===== src/rtl/adding_pkg.sv =====
// adding_pkg: shared types and default widths for the adding_accum engine.
// Holds the operation-mode enum and default parameter values.
package adding_pkg;

    typedef enum logic [1:0] {
        ADD   = 2'd0,
        ACC   = 2'd1,
        LOAD  = 2'd2,
        CLEAR = 2'd3
    } add_mode_e;

    localparam int W_DEF     = 5;
    localparam int OUT_W_DEF = 8;
    localparam bit SAT_DEF   = 1'b1;

endpackage


===== src/rtl/adding_sat.sv =====
// adding_sat: combinational accumulator adder with saturate-or-wrap result.
// Ports: a (acc, OUT_W), b (addend, OUT_W+1) -> sum (OUT_W), of (overflow).
module adding_sat #(
    parameter int OUT_W = 8,
    parameter bit SAT   = 1'b1
) (
    input  logic [OUT_W-1:0] a,
    input  logic [OUT_W:0]   b,
    output logic [OUT_W-1:0] sum,
    output logic             of
);

    logic [OUT_W+1:0] t;

    always_comb begin
        t   = {2'b00, a} + {1'b0, b};
        // Anything at or above 2^OUT_W no longer fits the accumulator.
        of  = (t[OUT_W+1:OUT_W] != 2'b00);
        sum = t[OUT_W-1:0];
        if (of && SAT) begin
            sum = '1;
        end
    end

endmodule


===== src/rtl/adding_accum.sv =====
// adding_accum: registered add/accumulate engine, one-cycle latency, valid/ready.
// Ports: clk, reset (sync, active-low), in_valid/in_ready/in1/in2/mode, out_valid/out_ready/out, ovf.
module adding_accum
    import adding_pkg::*;
#(
    parameter int W     = W_DEF,
    parameter int OUT_W = OUT_W_DEF,
    parameter bit SAT   = SAT_DEF
) (
    input  logic             clk,
    input  logic             reset,
    input  logic             in_valid,
    output logic             in_ready,
    input  logic [W-1:0]     in1,
    input  logic [W-1:0]     in2,
    input  logic [1:0]       mode,
    output logic             out_valid,
    input  logic             out_ready,
    output logic [OUT_W-1:0] out,
    output logic             ovf
);

    generate
        if (OUT_W < W + 1) begin : g_bad_width
            $error("adding_accum: OUT_W must be at least W+1");
        end
    endgenerate

    logic             accept;
    add_mode_e        op;
    logic [OUT_W:0]   s;
    logic [OUT_W-1:0] acc;
    logic [OUT_W-1:0] acc_sum;
    logic             acc_of;

    // Ready depends combinationally on out_ready only, so a full
    // pipeline can drain and refill on the same edge.
    assign in_ready = !out_valid || out_ready;
    assign accept   = in_valid && in_ready;
    assign op       = add_mode_e'(mode);

    // Operand sum cannot exceed OUT_W bits since OUT_W >= W+1.
    assign s = (OUT_W+1)'(in1) + (OUT_W+1)'(in2);

    adding_sat #(
        .OUT_W (OUT_W),
        .SAT   (SAT)
    ) u_sat (
        .a   (acc),
        .b   (s),
        .sum (acc_sum),
        .of  (acc_of)
    );

    always_ff @(posedge clk) begin
        if (!reset) begin
            out_valid <= 1'b0;
            out       <= '0;
            acc       <= '0;
            ovf       <= 1'b0;
        end else if (accept) begin
            out_valid <= 1'b1;
            unique case (op)
                ADD: begin
                    out <= s[OUT_W-1:0];
                end
                ACC: begin
                    acc <= acc_sum;
                    out <= acc_sum;
                    if (acc_of) begin
                        ovf <= 1'b1;
                    end
                end
                LOAD: begin
                    acc <= s[OUT_W-1:0];
                    out <= s[OUT_W-1:0];
                end
                CLEAR: begin
                    acc <= '0;
                    out <= '0;
                    ovf <= 1'b0;
                end
            endcase
        end else if (out_ready) begin
            out_valid <= 1'b0;
        end
    end

endmodule


===== config.mk =====
export PLATFORM = sky130hd
export DESIGN_NAME = adding_accum
export DESIGN_NICKNAME = d
export VERILOG_FILES = /design/src/rtl/adding_pkg.sv /design/src/rtl/adding_sat.sv /design/src/rtl/adding_accum.sv
export SDC_FILE = /design/constraint.sdc
export NUM_CORES = 1
export LEC_CHECK = 0
export ABC_AREA = 1
export CORE_MARGIN = 2
export CORE_UTILIZATION = 46
export DETAILED_ROUTE_END_ITERATION = 10
export GPL_TIMING_DRIVEN = 1
export HOLD_SLACK_MARGIN = 0.15
export PLACE_DENSITY = 0.76
export SLEW_MARGIN = 15
export SYNTH_ARGS = -nofsm -noshare
export SYNTH_HDL_FRONTEND = slang
export SYNTH_SLANG_ARGS = --single-unit

===== constraint.sdc =====
create_clock -name clk -period 3 [get_ports clk]
set_input_delay 0.9 -clock clk [delete_from_list [all_inputs] [get_ports clk]]
set_output_delay 0.9 -clock clk [all_outputs]
set_load 0.1 [all_outputs]

==> results of run 1 <==
[registers in the layout, summed over array words and instances, names as in the netlist]
name,cells
ovf,1
out,8
acc,8
out_valid,1
[layout by cell type, fill, tap and decap left out, types with 6 or more instances in the layout]
cell type | synthesis | layout
o21ai_1 | 8 | 8
inv_2 | 4 | 7
nand3_1 | 9 | 6
inv_1 | 22 | 19
nand2_2 | 3 | 6
o21ai_0 | 6 | 6
a21oi_1 | 17 | 15
buf_4 | 0 | 31
ha_4 | 0 | 6
nor2_1 | 23 | 18
dfxtp_1 | 18 | 18
nand2_1 | 48 | 43
[final cells by class]
class,count,area share [%]
Tap cell,31,1.92
Inverter,26,4.83
Sequential cell,18,17.8
Clock buffer,4,1.80
Multi-Input combinational cell,150,51.4
Timing Repair Buffer,52,22.2
[worst min-delay path: stages (launching register included)]
cell and delay [ps]:
dfxtp_1 330, nand2_1 60, a21oi_1 50
[stage by stage]
| step | setup TNS, ps | setup WS [ps] | cell area [um^2] | power, mW | hold slack, ps |
|---|---|---|---|---|---|
| after floorplan | 0 | 4.34 | 1320 | 0.522 | 483 |
| after CTS | 0 | 23.8 | 1870 | 0.839 | 482 |
| final | 0 | 63.2 | 2020 | 0.911 | 486 |
| after global routing | -9.41 | -9.14 | 2020 | 0.958 | 506 |
| after detailed placement | -9710 | -684 | 1760 | 0.664 | 460 |
| after global placement | -7980 | -584 | 1760 | 0.662 | 461 |
[what timing repair did]
item                                    in CTS  in global routing
gates resized for setup                     24                 32
pin swaps                                   15                 26
setup buffers                                1                  3
endpoints found under the setup margin      17                 17
hold buffers                                 0                  0
[kinds of logic (layout without fill, tap and decap cells)]
kind of cell             Yosys count  count (layout)
buffers and inverters             28              82
AO/OA/AOI/OAI                     42              42
flip-flops                        18              18
XOR/XNOR                           4               4
adder cells (fa/ha/maj)           13              13
AND/OR/NAND/NOR                   91              91
[worst paths after layout]
kind             to  startpoint
max          out[2]      in2[2]
min          out[6]      out[6]
max reg2reg  out[4]      acc[0]
min reg2reg  out[6]      out[6]
[routing by layer]
metal	wire (um)	GRT usage (%)
met2	1830	38.1
met1	1780	32.4
met3	202	5.67
met5	0	0
met4	78	7.31
[power groups by stage]
stage	clock network (mW)	registers, mW	logic, mW
5_1_grt	0.163	0.270	0.525
4_1_cts	0.158	0.267	0.414
3_5_place_dp	0	0.271	0.393
2_1_floorplan	0	0.331	0.191
6_report	0.155	0.268	0.489
3_3_place_gp	0	0.271	0.391
==> flow_summary_export.csv, run 1 <==
group,metric,value,unit
placed_design,place_congestion,0.894,
clock_network,htree_levels,1,
synth,synth_area_per_cell,6.74,um^2
synth,synth_cells,196,
cells_and_area,area_delta_synth_final,52.8,%
clock_network,cts_tree,"yes",
power,p_clk_share,17.0,%
global_routing,grt_usage,24.0,%
floorplanning,rows,19,
min_path,hold_path_class,"flip-flop to flip-flop",
cells_and_area,fill_cells,193,
cells_and_area,seqCellArea,360,um^2
synth,syn_nets,225,
cells_and_area,multi_input_area,0.00104,mm^2
routing,route.detailed.drc,0,
synth,synth_xor_area_share,2.65,%
setup_path,crit_path_cell_trace,"dlygate4sd2_1 > ha_4 > a21oi_2 > o211ai_1 > ha_1 > buf_6 > nand2_4 > nor2_4 > a21oi_4 > o21ai_1 > a21oi_1 > nor2_1",
synth,synth_edf_count,0,
routing,first_pass_iters,4,
synth,yosys-top-cells-count,"nand2_1 (48), nor2_1 (23), inv_1 (22), dfxtp_1 (18), a21oi_1 (17)",
floorplanning,dieArea,0.00332,mm^2
setup_path,ff2ff_path_depth,11,
routing,drt_iter0_drc,57,
setup_path,critPathBufInv,2,
sta,slew_headroom,69.6,%
status,status,"finished clean",
sta,post-route-period-util,97.9,%
placed_design,io_buffer_count,26,
power,swShare,41.4,%
setup_path,cpPeakStageDelay,360,ps
synth,async_reset_ff_share,0,%
clock_network,clk_latency,310,ps
cells_and_area,drive_above_1_share,34.0,%
placed_design,dp.cells,273,
global_routing,grt_pass1_vias,1424,
synth,ys.flop_type,"dfxtp_1",
sta,setup_violations,0,
min_path,holdPathStages,2,
synth,ys_types,27,
sta,post-route-min-period,2940,ps
power,seqPwrFrac,29.4,%
synth,synth_top_area_share,27.3,%
synth,ys_seq_area_share,27.3,%
synth,synthSimpleGateAreaFrac,29.5,%
global_routing,grt_max_degree,13,
routing,ant_nets,0,
synth,synth_compound_area_share,19.1,%
routing,vias_per_cell,5.31,
power,peakVddDrop,0.420,mV
cells_and_area,diodes,0,
cells_and_area,stdcell_count,281,
routing,wl,3890,um
sta,fmax,341,MHz
clock_network,cts_max_path_buffers,2,
synth,syn_area,0.00132,mm^2
setup_path,r2r_setup_slack,1080,ps
setup_path,end_kind,"flip-flop",
synth,synth.top_cells.by_area,"dfxtp_1 (27%), nand2_1 (14%), ha_1 (10%), nor2_1 (6.5%), a21oi_1 (6.4%)",
setup_path,crit_fanout,6,
power,p_switching,0.377,mW
setup_path,critPathSlowestCell,"o211ai_1",
power,p_int,0.534,mW
floorplanning,fp.dieW,57.6,um
sta,final_max_slew_viol_count,0,
synth,ys_ff_latch,18,
synth,yosysTopAreaCell,"dfxtp_1",
power,leakage,0.953,nW
global_routing,grt_pass1_wl,6280,um
floorplanning,initial_utilization,48.3,%
setup_path,cp-start-kind,"input pin",
cells_and_area,final_util,73.9,%
synth,synth_top_family_by_area,"simple AND/OR/NAND/NOR gates",
global_routing,antenna_found_initial,0,
global_routing,grt-ovfl-total,0,
floorplanning,core_area,0.00273,mm^2
synth,synthMuxAreaShare,0,%
routing,dr_total_vias,1491,
setup_path,cp.depth,12,
setup_path,critPathTopFamily,"compound AO/OA/AOI/OAI gates",
synth,synth_fa_ha_area_share,13.4,%
routing,post_drt_wl_per_cell,13.9,um
floorplanning,die_h,57.6,um
sta,fin_skew,11.3,ps
cells_and_area,finalNetCount,280,
setup_path,worstSetupPathType,"input pin to flip-flop",
synth,ys_warn_count,0,
clock_network,cts-root-buf,"clkbuf_4",
flow_run,maxCapViolCount,0,
clock_network,cts_buffers,3,
synth,synth.most_common_cell,"nand2_1",
power,p_per_area,451,mW/mm^2
power,p_comb_share,53.6,%
sta,hold_viol_final,0,
setup_path,worstPathArrival,3150,ps
setup_path,cp.required,3210,ps
floorplanning,io_pins,27,
placed_design,dp_hpwl,2630,um
clock_network,cts_num_sinks,18,
clock_network,clk_pin_slew,110,ps
sta,worst_slew_pin_slew,455,ps
Note: power is estimated with default switching activity, not from simulation.
==> run 2: changes to the inputs <==
- REMOVE_ABC_BUFFERS: not set -> 1
==> run 2 against run 1 <==
Clock power barely moved. Via count is 1.1% higher. Sequential power about the same. Highest routed layer unchanged.
==> flow_summary_export.csv, run 2 (same netlist as run 1, synthesis figures left out) <==
group,metric,value,unit
clock_network,cts-root-buf,"clkbuf_4",
placed_design,io_buffer_count,26,
clock_network,cts_max_path_buffers,2,
power,p_per_area,451,mW/mm^2
global_routing,grt_usage,23.9,%
cells_and_area,multi_input_area,0.00101,mm^2
power,leakage,0.958,nW
cells_and_area,fill_cells,202,
setup_path,crit_fanout,5,
cells_and_area,top_regs,"acc: 8 flops, out: 8 flops",
setup_path,end_kind,"flip-flop",
cells_and_area,layout_commonest_cell,"nand2_1",
sta,setup_violations,0,
sta,final_max_slew_viol_count,0,
global_routing,grt-ovfl-total,0,
sta,post-route-period-util,96.7,%
clock_network,clk_pin_slew,110,ps
setup_path,cp-start-kind,"input pin",
placed_design,dp_hpwl,2710,um
status,status,"finished clean",
routing,route.detailed.drc,0,
sta,fin_skew,9.24,ps
min_path,hold_path_class,"flip-flop to flip-flop",
clock_network,htree_levels,1,
clock_network,cts_tree,"yes",
setup_path,cp.required,3190,ps
cells_and_area,seqCellArea,360,um^2
floorplanning,dieArea,0.00332,mm^2
floorplanning,io_pins,27,
routing,vias_per_cell,5.40,
clock_network,clk_latency,310,ps
clock_network,cts_num_sinks,18,
floorplanning,die_h,57.6,um
sta,worst_slew_pin_slew,416,ps
global_routing,grt_pass1_wl,6210,um
routing,wl_met1,1750,um
sta,fmax,345,MHz
floorplanning,core_area,0.00273,mm^2
routing,drt_iter0_drc,63,
clock_network,cts_buffers,3,
sta,slew_headroom,72.2,%
power,peakVddDrop,0.423,mV
floorplanning,rows,19,
cells_and_area,finalNetCount,278,
routing,first_pass_iters,4,
setup_path,worstPathArrival,3090,ps
setup_path,worstSetupPathType,"input pin to flip-flop",
cells_and_area,final_util,72.5,%
cells_and_area,area_delta_synth_final,50.0,%
routing,post_drt_wl_per_cell,14.5,um
cells_and_area,diodes,0,
routing,ant_nets,0,
flow_run,maxCapViolCount,0,
routing,wl,4040,um
placed_design,place_congestion,0.885,
routing,dr_total_vias,1507,
global_routing,grt_max_degree,13,
sta,post-route-min-period,2900,ps
routing,met3_length,233,um
power,total_power,0.894,mW
floorplanning,fp.dieW,57.6,um
sta,setup_ws,100,ps
floorplanning,initial_utilization,48.3,%
global_routing,grt_pass1_vias,1410,
routing,top_layer,"met4",
cells_and_area,mostFrequentLayoutCells,"nand2_1 (45), buf_4 (33), nor2_1 (21)",
placed_design,dp_slack,-607,ps
routing,met2WireLength,1980,um
global_routing,antenna_found_initial,0,
cells_and_area,drive_above_1_share,31.9,%
sta,hold_viol_final,0,
[run 2: critical path, stage by stage]
cell	delay (ps)
dlygate4sd2_1	200
ha_2	170
inv_2	40
fa_2	320
nand3b_1	180
nand2_2	120
xor2_4	200
ha_4	250
nand2_1	80
nor2_1	60
a21oi_4	180
buf_4	150
nand2_1	60
nand2_1	90
a31oi_1	90
[run 2: cell type report]
cell class,instances,share of cell area [%]
multi-input cells,150,50.9
repair buffers,50,22.2
flip-flops and latches,18,18.2
inverters,26,4.92
well taps,31,1.96
clock buffers,4,1.83
[run 2: final timing paths]
kind	slack, ps	cells past startpoint	start	to
worst max register to register	1080	11	acc[0]	acc[3]
worst min-delay path	480	2	out[6]	out[6]
worst min register to register	480	2	out[6]	out[6]
worst max-delay path	100	15	in2[0]	acc[3]
[run 2: repair_timing]
| action | CTS | global route |
|---|---|---|
| buffers inserted | 2 | 0 |
| setup endpoints to repair | 17 | 17 |
| hold buffers | 0 | 0 |
| pin swaps | 11 | 14 |
| gates resized for setup | 19 | 22 |
[run 2: metal layers]
layer,GRT usage (%),vias up
met4,3.65,0
met2,39.4,70
met3,4.76,11
li1,-,743
met5,0,-
met1,33.1,683
[run 2: power by group]
group / leakage [nW] / total (mW) / internal, mW / switching (mW)
Combinational: 0.789 / 0.472 / 0.193 / 0.279
Clock: 0.0210 / 0.154 / 0.0742 / 0.0802
Sequential: 0.148 / 0.267 / 0.256 / 0.0117
[run 2: through the flow]
stage / TNS [ps] / area (um^2) / std cells / hold WS (ps)
detailed placement: -8410 / 1760 / 273 / 463
CTS: 0 / 1880 / 279 / 485
global placement: -7710 / 1760 / 273 / 466
floorplan: 0 / 1310 / 194 / 483
finish: 0 / 1980 / 279 / 483
global route: -63.1 / 1980 / 279 / 510
